`config.mk`:
```
export PLATFORM = sky130hd
export DESIGN_NAME = ni_flit_tx
export DESIGN_NICKNAME = d
export VERILOG_FILES = /design/src/rtl/noc_flit_pkg.sv /design/src/rtl/noc_flit_oreg.sv /design/src/rtl/ni_flit_tx.sv
export SDC_FILE = /design/constraint.sdc
export NUM_CORES = 1
export LEC_CHECK = 0
export CAP_MARGIN = 10
export CORE_ASPECT_RATIO = 2
export CORE_MARGIN = 2
export CORE_UTILIZATION = 43
export CTS_CLUSTER_SIZE = 30
export DETAILED_ROUTE_END_ITERATION = 16
export HOLD_SLACK_MARGIN = 0.05
export MAX_ROUTING_LAYER = met4
export PLACE_DENSITY_LB_ADDON = 0.2
export SYNTH_ARGS = -nofsm -noshare
export SYNTH_HDL_FRONTEND = slang
export SYNTH_SLANG_ARGS = --single-unit
```
`constraint.sdc`:
```
create_clock -name clk -period 2.35 [get_ports clk]
set_clock_uncertainty 0.2 [all_clocks]
set_input_delay 0.47 -clock clk [delete_from_list [all_inputs] [get_ports clk]]
set_output_delay 0.47 -clock clk [all_outputs]
set_load 0.02 [all_outputs]
```
`src/rtl/noc_flit_pkg.sv`:
```
// Shared flit-format definitions for the NoC link: flit type codes, field
// offsets inside a 34-bit flit, and the transmitter state encoding. The
// vc_buffer decode side imports the same package so both ends agree.
package noc_flit_pkg;

    localparam int FLIT_W  = 34;
    localparam int DATA_W  = 32;
    localparam int COORD_W = 4;
    localparam int LEN_W   = 4;
    localparam int VC_W    = 2;

    localparam logic [1:0] FLIT_HEAD = 2'b00;
    localparam logic [1:0] FLIT_BODY = 2'b01;
    localparam logic [1:0] FLIT_TAIL = 2'b11;

    localparam int TYPE_MSB    = 33;
    localparam int TYPE_LSB    = 32;
    localparam int ROUTE_X_MSB = 29;
    localparam int ROUTE_X_LSB = 26;
    localparam int ROUTE_Y_MSB = 25;
    localparam int ROUTE_Y_LSB = 22;

    typedef enum logic [1:0] {
        TX_IDLE  = 2'd0,
        TX_HEAD  = 2'd1,
        TX_DATA  = 2'd2,
        TX_DRAIN = 2'd3
    } tx_state_t;

    // Builds a HEAD flit: route coordinates in their fields, everything else zero.
    function automatic logic [FLIT_W-1:0] make_head(input logic [COORD_W-1:0] dst_x,
                                                    input logic [COORD_W-1:0] dst_y);
        logic [FLIT_W-1:0] flit;
        flit = '0;
        flit[TYPE_MSB:TYPE_LSB]       = FLIT_HEAD;
        flit[ROUTE_X_MSB:ROUTE_X_LSB] = dst_x;
        flit[ROUTE_Y_MSB:ROUTE_Y_LSB] = dst_y;
        return flit;
    endfunction

endpackage

```
`src/rtl/noc_flit_oreg.sv`:
```
// Single-entry valid/ready output register for link senders. It accepts a
// new flit whenever it is empty or its current flit is being taken, and
// holds data and valid unchanged while the receiver stalls.
module noc_flit_oreg #(
    parameter int W = 34
) (
    input  logic         clk,
    input  logic         rst,
    input  logic         in_valid_i,
    input  logic [W-1:0] in_data_i,
    output logic         load_ok_o,
    output logic         out_valid_o,
    output logic [W-1:0] out_data_o,
    input  logic         ready_i
);

    logic         valid_q, valid_d;
    logic [W-1:0] data_q, data_d;

    // Next-state: load when the slot frees up; a missing input lets valid drop (bubble).
    always_comb begin
        load_ok_o = !valid_q || ready_i;
        valid_d   = valid_q;
        data_d    = data_q;
        if (load_ok_o) begin
            valid_d = in_valid_i;
            if (in_valid_i) begin
                data_d = in_data_i;
            end
        end
    end

    // Register update with synchronous reset clearing the slot.
    always_ff @(posedge clk) begin
        if (rst) begin
            valid_q <= 1'b0;
            data_q  <= '0;
        end else begin
            valid_q <= valid_d;
            data_q  <= data_d;
        end
    end

    assign out_valid_o = valid_q;
    assign out_data_o  = data_q;

endmodule

```
`src/rtl/ni_flit_tx.sv`:
```
// Network-interface flit transmitter. Takes a packet request plus a stream
// of data words and emits HEAD/BODY/TAIL flits on the router input link.
// Requests with an all-zero route are flagged and their words discarded.
module ni_flit_tx
    import noc_flit_pkg::*;
(
    input  logic               clk,
    input  logic               arst,
    input  logic               pkt_valid_i,
    output logic               pkt_ready_o,
    input  logic [COORD_W-1:0] pkt_dst_x_i,
    input  logic [COORD_W-1:0] pkt_dst_y_i,
    input  logic [LEN_W-1:0]   pkt_len_i,
    input  logic [VC_W-1:0]    pkt_vc_i,
    input  logic               word_valid_i,
    output logic               word_ready_o,
    input  logic [DATA_W-1:0]  word_data_i,
    output logic [FLIT_W-1:0]  fdata_o,
    output logic               valid_o,
    input  logic               ready_i,
    output logic [VC_W-1:0]    vc_id_o,
    output logic               err_o
);

    tx_state_t          state_q, state_d;
    logic [COORD_W-1:0] dst_x_q, dst_x_d;
    logic [COORD_W-1:0] dst_y_q, dst_y_d;
    logic [LEN_W-1:0]   remaining_q, remaining_d;
    logic [VC_W-1:0]    vc_q, vc_d;
    logic               err_q, err_d;

    logic               flit_valid;
    logic [FLIT_W-1:0]  flit_data;
    logic               load_ok;

    // FSM next-state, word counter and flit assembly for the output register.
    always_comb begin
        state_d      = state_q;
        dst_x_d      = dst_x_q;
        dst_y_d      = dst_y_q;
        remaining_d  = remaining_q;
        vc_d         = vc_q;
        err_d        = 1'b0;
        pkt_ready_o  = 1'b0;
        word_ready_o = 1'b0;
        flit_valid   = 1'b0;
        flit_data    = '0;

        case (state_q)
            TX_IDLE: begin
                pkt_ready_o = 1'b1;
                if (pkt_valid_i) begin
                    dst_x_d     = pkt_dst_x_i;
                    dst_y_d     = pkt_dst_y_i;
                    vc_d        = pkt_vc_i;
                    remaining_d = (pkt_len_i == '0) ? LEN_W'(1) : pkt_len_i;
                    if (pkt_dst_x_i == '0 && pkt_dst_y_i == '0) begin
                        err_d   = 1'b1;
                        state_d = TX_DRAIN;
                    end else begin
                        state_d = TX_HEAD;
                    end
                end
            end
            TX_HEAD: begin
                flit_valid = 1'b1;
                flit_data  = make_head(dst_x_q, dst_y_q);
                if (load_ok) begin
                    state_d = TX_DATA;
                end
            end
            TX_DATA: begin
                word_ready_o = load_ok;
                flit_valid   = word_valid_i;
                flit_data    = {(remaining_q > LEN_W'(1)) ? FLIT_BODY : FLIT_TAIL, word_data_i};
                if (word_valid_i && load_ok) begin
                    if (remaining_q != '0) begin
                        remaining_d = remaining_q - LEN_W'(1);
                    end
                    if (remaining_q <= LEN_W'(1)) begin
                        state_d = TX_IDLE;
                    end
                end
            end
            TX_DRAIN: begin
                word_ready_o = 1'b1;
                if (word_valid_i) begin
                    if (remaining_q != '0) begin
                        remaining_d = remaining_q - LEN_W'(1);
                    end
                    if (remaining_q <= LEN_W'(1)) begin
                        state_d = TX_IDLE;
                    end
                end
            end
            default: begin
                state_d = TX_IDLE;
            end
        endcase
    end

    // State, packet context and error pulse registers; reset abandons any packet.
    always_ff @(posedge clk) begin
        if (arst) begin
            state_q     <= TX_IDLE;
            dst_x_q     <= '0;
            dst_y_q     <= '0;
            remaining_q <= '0;
            vc_q        <= '0;
            err_q       <= 1'b0;
        end else begin
            state_q     <= state_d;
            dst_x_q     <= dst_x_d;
            dst_y_q     <= dst_y_d;
            remaining_q <= remaining_d;
            vc_q        <= vc_d;
            err_q       <= err_d;
        end
    end

    noc_flit_oreg #(
        .W (FLIT_W)
    ) u_oreg (
        .clk         (clk),
        .rst         (arst),
        .in_valid_i  (flit_valid),
        .in_data_i   (flit_data),
        .load_ok_o   (load_ok),
        .out_valid_o (valid_o),
        .out_data_o  (fdata_o),
        .ready_i     (ready_i)
    );

    assign vc_id_o = vc_q;
    assign err_o   = err_q;

endmodule
```
# After elaboration in Yosys (flattened, before gate mapping)
# Cells that the tools add are included.
dict set report word_totals {
  input_bits 51
  output_inout_bits 40
  reg_bits 52
  wordCells 54
}
dict set report classes {
  mux 19
  n_eq_ne 7
  n_reduce_logical 15
  n_addsub 1
  order_cmp 2
  bitwise 2
}
# operator n
set ops {}
lappend ops {{$pmux 34 s2} 1}
lappend ops {{$mux 4} 5}
lappend ops {{$mux 2} 7}
lappend ops {{$logic_not 4->1} 3}
lappend ops {{$pmux 4 s3} 1}
lappend ops {{$ne 2x2->1 const B} 4}
lappend ops {{$pmux 2 s4} 1}
lappend ops {{$reduce_and 4->1} 2}
lappend ops {{$eq 2x2->1 const B} 2}
lappend ops {{$gt 4x1->1 const B} 1}
lappend ops {{$le 4x1->1 const B} 1}
lappend ops {{$pmux 1 s2} 2}
lappend ops {{$reduce_and 2->1} 2}
lappend ops {{$reduce_bool 4->1} 1}
lappend ops {{$sub 4x1->4 const B} 1}
lappend ops {{$reduce_bool 3->1} 1}
lappend ops {{$reduce_or 3->1} 1}
lappend ops {{$eq 2x1->1 const B} 1}
lappend ops {{$logic_and 1x1->1} 2}
lappend ops {{$logic_not 2->1} 1}
lappend ops {{$mux 1} 2}
lappend ops {{$not 1->1} 2}
lappend ops {{$logic_not 1->1} 1}
lappend ops {{$logic_or 1x1->1} 1}

# Logic depth before layout (Yosys ltp)
dict set report depth {
  ltp_word 5
  depth_mapped 8
}

# Modules after synthesis
# From an unflattened synthesis, not the netlist that was laid out.
dict set report unflattened {
  cells_unflattened 322
  area_unflattened_um2 2870.3
}
# mod instances cells_per_inst area_each_um2
set modules_own_cells {}
lappend modules_own_cells {noc_flit_oreg 1 160 1659.1}
lappend modules_own_cells {ni_flit_tx 1 162 1211.2}

# Worst setup path after synthesis
# OpenSTA, ideal clock, no wires.
dict set report synth_timing {
  path_type {reg-to-output}
  start {reg state_q[0]}
  end {out word_ready_o}
  setup_slack_ns 0.372
  t_arrival_ns 1.308
  required_time_ns 1.680
  path_buffers 2
  stages_incl_launch_ff 6
  path_cell_list {dfxtp_1 -> inv_1 -> ha_1 -> buf_2 -> buf_1 -> a21o_1}
}
dict set report synth_via {
  elab_chain_cells 2
  word_cells_on_any_way 3
}
# item line_no
set synth_lines {}
lappend synth_lines {{from (decl)} ni_flit_tx.sv:25} ;# tx_state_t state_q, state_d;
lappend synth_lines {{from (signal assigned)} ni_flit_tx.sv:112} ;# state_q <= state_d;
lappend synth_lines {{$eq 2x2->1} ni_flit_tx.sv:49} ;# case (state_q)
lappend synth_lines {{$pmux 1 s2 (*)} ni_flit_tx.sv:49}
lappend synth_lines {{to (decl)} ni_flit_tx.sv:16} ;# output logic word_ready_o,
# Mark *: on every way between the ends. The rest lies on a longest branch, timed or not.

# Final worst setup path
dict set report layout_timing {
  start {in ready_i}
  end {out word_ready_o}
}
dict set report layout_via {
  elab_chain_cells 2
}
# item line_no
set layout_lines {}
lappend layout_lines {{from (decl)} ni_flit_tx.sv:20} ;# input logic ready_i,
lappend layout_lines {{$logic_or 1x1->1} noc_flit_oreg.sv:22} ;# load_ok_o = !valid_q || ready_i;
lappend layout_lines {{$pmux 1 s2} ni_flit_tx.sv:49}
# No other way between the ends.

==> impl_metrics.toml <==
[route]
ant_nets = 0
wl_per_cell_microns = 14.25
drt_iter0_markers = 56
routed_wl_mm = 5.971
dr.pass1.iters = 4
vias = 2230
routed_via_density = 5.322
drc = 0

[floorplan]
dieHeight_microns = 106.1
io_pins = 91
rows = 37
die_area_sq_mm = 0.005840
fp.dieW_microns = 55.05
start_util = 0.4400
core_sq_mm = 0.005092

[timing]
worst_slack_ns = 0.1813
setup_tns_ns = 0
finalSetupViolations = 0
fmax_mhz = 461.1
drv_slew = 0
whs_ns = 0.2556
timing.final.crit_share = 0.9229
relSlewSlack = 0.7239
period_needed_ns = 2.169
rsz0062_at_grt = "no"
hold_viol = 0
worst_pin_slew_ns = 0.4142

[placed_design]
place_congestion = 0.7581
io_buffer_count = 90
placed_cells = 411
hpwl_mm = 4.445
post_dp_cell_area_sq_mm = 0.003178
place_ws_ns = -0.05534

[finish]
fin_area_sq_mm = 0.003287
final_cells = 419
multi_input_area_sq_mm = 0.001075
num-fill-cells = 461
final_util = 0.6455
drive_above_1_share = 0.05263
diodes = 0
finalNetCount = 418
final_common_cell = "clkdlybuf4s50_1"
final_cell_mix = "87 x clkdlybuf4s50_1, 52 x nand2_1, 52 x dfxtp_1, 40 x a21oi_1, 26 x nand3_1"
seqCellArea_sq_mm = 0.001041
area_delta_synth_final_pct = 46.68

[yosys]
ys_seq_area_frac = 0.4645
avgSynthCellArea_sq_um = 8.178
synth_top_family_by_area = "simple AND/OR/NAND/NOR gates"
synth_cells = 274
synth_compound_area_frac = 0.1837
synth-seq-cells = 52
synth_xor_area_frac = 0.003908
synth_fa_ha_area_frac = 0.03908
synth_area_sq_mm = 0.002241
synth-simple-area-share = 0.2485
synthMuxAreaShare = 0.004467
synth_area_leaders = "dfxtp_1 46%, a21oi_1 8.9%, nand2_1 8.7%"
yosys.area.top_type = "dfxtp_1"
yosysWarnings = 0
synth_cell_types = 37
netlist.area_leader.share = 0.4645
syn_nets = 332

[setup_path]
crit_arrival_ns = 1.50
worst_ep_required_time_ns = 1.68
crit_chain = "clkdlybuf4s50_1 > nand2b_1 > a21o_1 > dlygate4sd2_1"
cp_slowest_stage_delay_ns = 0.39
worstPathMaxFanout = 2
crit_slowest_cell = "clkdlybuf4s50_1"
crit_path_end_kind = "primary output"
crit_type = "in -> out"
cp-start-kind = "primary input"

[power_and_ir_drop]
power_mw = 3.153
peakVddDrop_uv = 731.9
power_leakage_nw = 1.188
power-per-cell-area_mw_per_mm2 = 959.4

[cts]
cts_tree = "built"
root_buffer = "clkbuf_8"
clk_path_buf_depth = 2
cts.clk_slew.worst_paths_ns = 0.09
hold_buffers = 0
clock_latency_ns = 0.30
clock-sinks = 52
htreeDepth = 2
cts-buffers-inserted = 5

[global_routing]
overflow = 0
antenna_found_initial = 0
track_usage = 0.2283
grt_pass1_wl_mm = 9.729
grt_max_degree = 34
grt_pass1_vias = 2198

[run_status]
status = "completed"

[flow_run]
max_cap_violations = 0

[min_path]
min_path_type = "reg -> reg"
-- worst paths after layout --
check / end / start / cells past startpoint / slack, ns
setup / recovery: word_ready_o / ready_i / 4 / 0.18
hold / removal: u_oreg.out_data_o[19] / u_oreg.out_data_o[19] / 2 / 0.26
setup reg to reg: remaining_q[0] / state_q[0] / 7 / 0.26
hold reg to reg: u_oreg.out_data_o[19] / u_oreg.out_data_o[19] / 2 / 0.26
-- synthesized netlist by cell type --
library cell / count
a311o_1: 1
nor3_1: 13
buf_2: 1
o21a_1: 1
nand2b_1: 7
nor4_1: 2
nand4bb_1: 1
a21o_1: 4
a41o_1: 1
nor2b_1: 1
inv_1: 5
or2_1: 1
and2_1: 2
a211oi_1: 1
o21ai_1: 1
o211ai_1: 2
a31oi_1: 1
xnor2_1: 1
nand2_1: 52
nor2_1: 12
and3_1: 3
a311oi_1: 1
a21oi_1: 40
dfxtp_1: 52
buf_1: 3
o2111ai_1: 1
nand3_2: 1
o41ai_1: 1
ha_1: 7
nand3_1: 26
o21bai_1: 2
a221oi_1: 8
buf_4: 3
a2111oi_0: 1
clkbuf_1: 12
buf_6: 2
mux2i_1: 1
-- worst max-delay path, delay by kind of cell --
| family | cells | cell delay, ns |
|---|---|---|
| AO/OA/AOI/OAI | 1 | 0.17 |
| buffers and inverters | 2 | 0.70 |
| AND/OR/NAND/NOR | 1 | 0.15 |
-- registers in the layout (all words and copies together), names as in the netlist --
signal / flops
u_oreg.out_data_o: 34
err_o: 1
state_q: 2
vc_id_o: 2
dst_x_q: 4
remaining_q: 4
u_oreg.out_valid_o: 1
dst_y_q: 4
-- layer usage --
metal,vias to the layer above,part of all wire,track usage
met1,1035,0.37,0.2390
li1,1126,-,-
met4,0,0.023,0.08362
met2,59,0.56,0.3971
met3,10,0.049,0.04916
met5,-,0,-
-- layout make-up --
cell class | count | area share
clock buffer | 6 | 0.02208
multi-input combinational | 196 | 0.3270
sequential | 52 | 0.3167
clock inverter | 2 | 0.01180
tap | 58 | 0.02208
inverter | 5 | 0.005710
timing repair buffer | 100 | 0.2946
-- power by group --
part           internal [mW]  total (mW)  leakage [nW]  switching, mW
combinational          0.597        1.41         0.710          0.813
clock                  0.322       0.617        0.0558          0.295
sequential              1.03        1.13         0.422         0.0977
-- cell families after synthesis --
group           Yosys count
simple gates            121
compound gates           66
mux                       1
buf+inv                  26
fa+ha+maj                 7
flops                    52
xor+xnor                  1
-- repair_timing --
action | 4_1_cts | 5_1_grt
gates resized for setup | 2 | 0
setup endpoints to repair | 2 | 0
buffers inserted | 0 | 0
No activity file was read; power rests on OpenSTA's default activity.
==> edit (same flow settings) <==
Reset style: asynchronous (`arst` and `rst`), changed in 2 clocked blocks. Comments in the files are not updated.
--- a/src/rtl/noc_flit_oreg.sv
+++ b/src/rtl/noc_flit_oreg.sv
@@ -33,3 +33,3 @@
     // Register update with synchronous reset clearing the slot.
-    always_ff @(posedge clk) begin
+    always_ff @(posedge clk or posedge rst) begin
         if (rst) begin
--- a/src/rtl/ni_flit_tx.sv
+++ b/src/rtl/ni_flit_tx.sv
@@ -102,3 +102,3 @@
     // State, packet context and error pulse registers; reset abandons any packet.
-    always_ff @(posedge clk) begin
+    always_ff @(posedge clk or posedge arst) begin
         if (arst) begin
Function: differs if arst is asserted again (counterexample within 4 cycles, from zero or initial values and one cycle with arst high); with arst held inactive, the same outputs for 10 cycles.
==> edit against the original RTL <==
Via count fell by 11%. Worst setup slack got worse by 0.035 ns. Routed wire length down 7.0%. Synthesized area up 9.1%. Cell area grew 7.2%. Sequential cell count unchanged. Utilization is 0.083 points lower. Sequential share of layout area up 5.2 points. Power grew 53%. Highest routed layer unchanged.
==> edit: results <==
set metrics [dict create \
    status "finished clean" \
    hpwl_mm 4.12 \
    p_comb_share_pct 53.4 \
    routed_wirelength_mm 5.55 \
    ys.flop_type "dfrtp_1" \
    p_int_w 0.00288 \
    yosys-top-cells-area "dfrtp_1, nand2_1, o21ai_0, mux2_2, ha_1" \
    multi_input_cells 166 \
    ys_top_cells_by_count "nand2_1, dfrtp_1, o21ai_0, mux2_2, a22oi_1" \
    nWellTaps 60 \
    worstRegToRegCells 8 \
    gr-usage-met2_pct 32.3 \
    async_flop_share_pct 100 \
    ir_drop_uv 1130 \
    cpMaxStageDelayCell "dfrtp_1" \
    synth_nets 297 \
    gp_congestion 0.829 \
    grt.total_usage_pct 19.3 \
    cp.arrival_ns 1.53 \
    cp_top_family "flip-flops" \
    timing.max_slew.rel_slack_pct 65.1 \
    netlist_instances 239 \
    nNonClkBuffers 97 \
    fillers 485 \
    slowest_delay_ns 0.44 \
]
-- edit: changes by cell type after synthesis, sizes merged, moves of 8 or more --
| cell | change |
|---|---|
| a21oi | -38 |
| a221oi | -8 |
| a22oi | +8 |
| dfrtp | +52 |
| dfxtp | -52 |
| mux2 | +11 |
| nand2 | +9 |
| nand3 | -26 |
| nor3 | -9 |
| o21ai | +39 |
-- edit: worst max-delay path by stage --
stage | to
after detailed placement | word_ready_o
after global placement | word_ready_o
after floorplan | word_ready_o
after global routing | remaining_q[2]$_DFFE_PP0P_
final | word_ready_o
after CTS | word_ready_o
-- edit: through the flow --
step                worst slack, ns  setup TNS [ns]
finish                        0.146               0
global route                 0.0313               0
CTS                           0.121               0
detailed placement          -0.0972         -0.0972
global placement            -0.0781         -0.0781
floorplan                     0.392               0
-- edit: layer usage --
layer | wire, um | vias up
li1 | - | 995
met1 | 2080 | 917
met2 | 3040 | 63
met3 | 287 | 13
met4 | 143 | 0
met5 | 0 | -
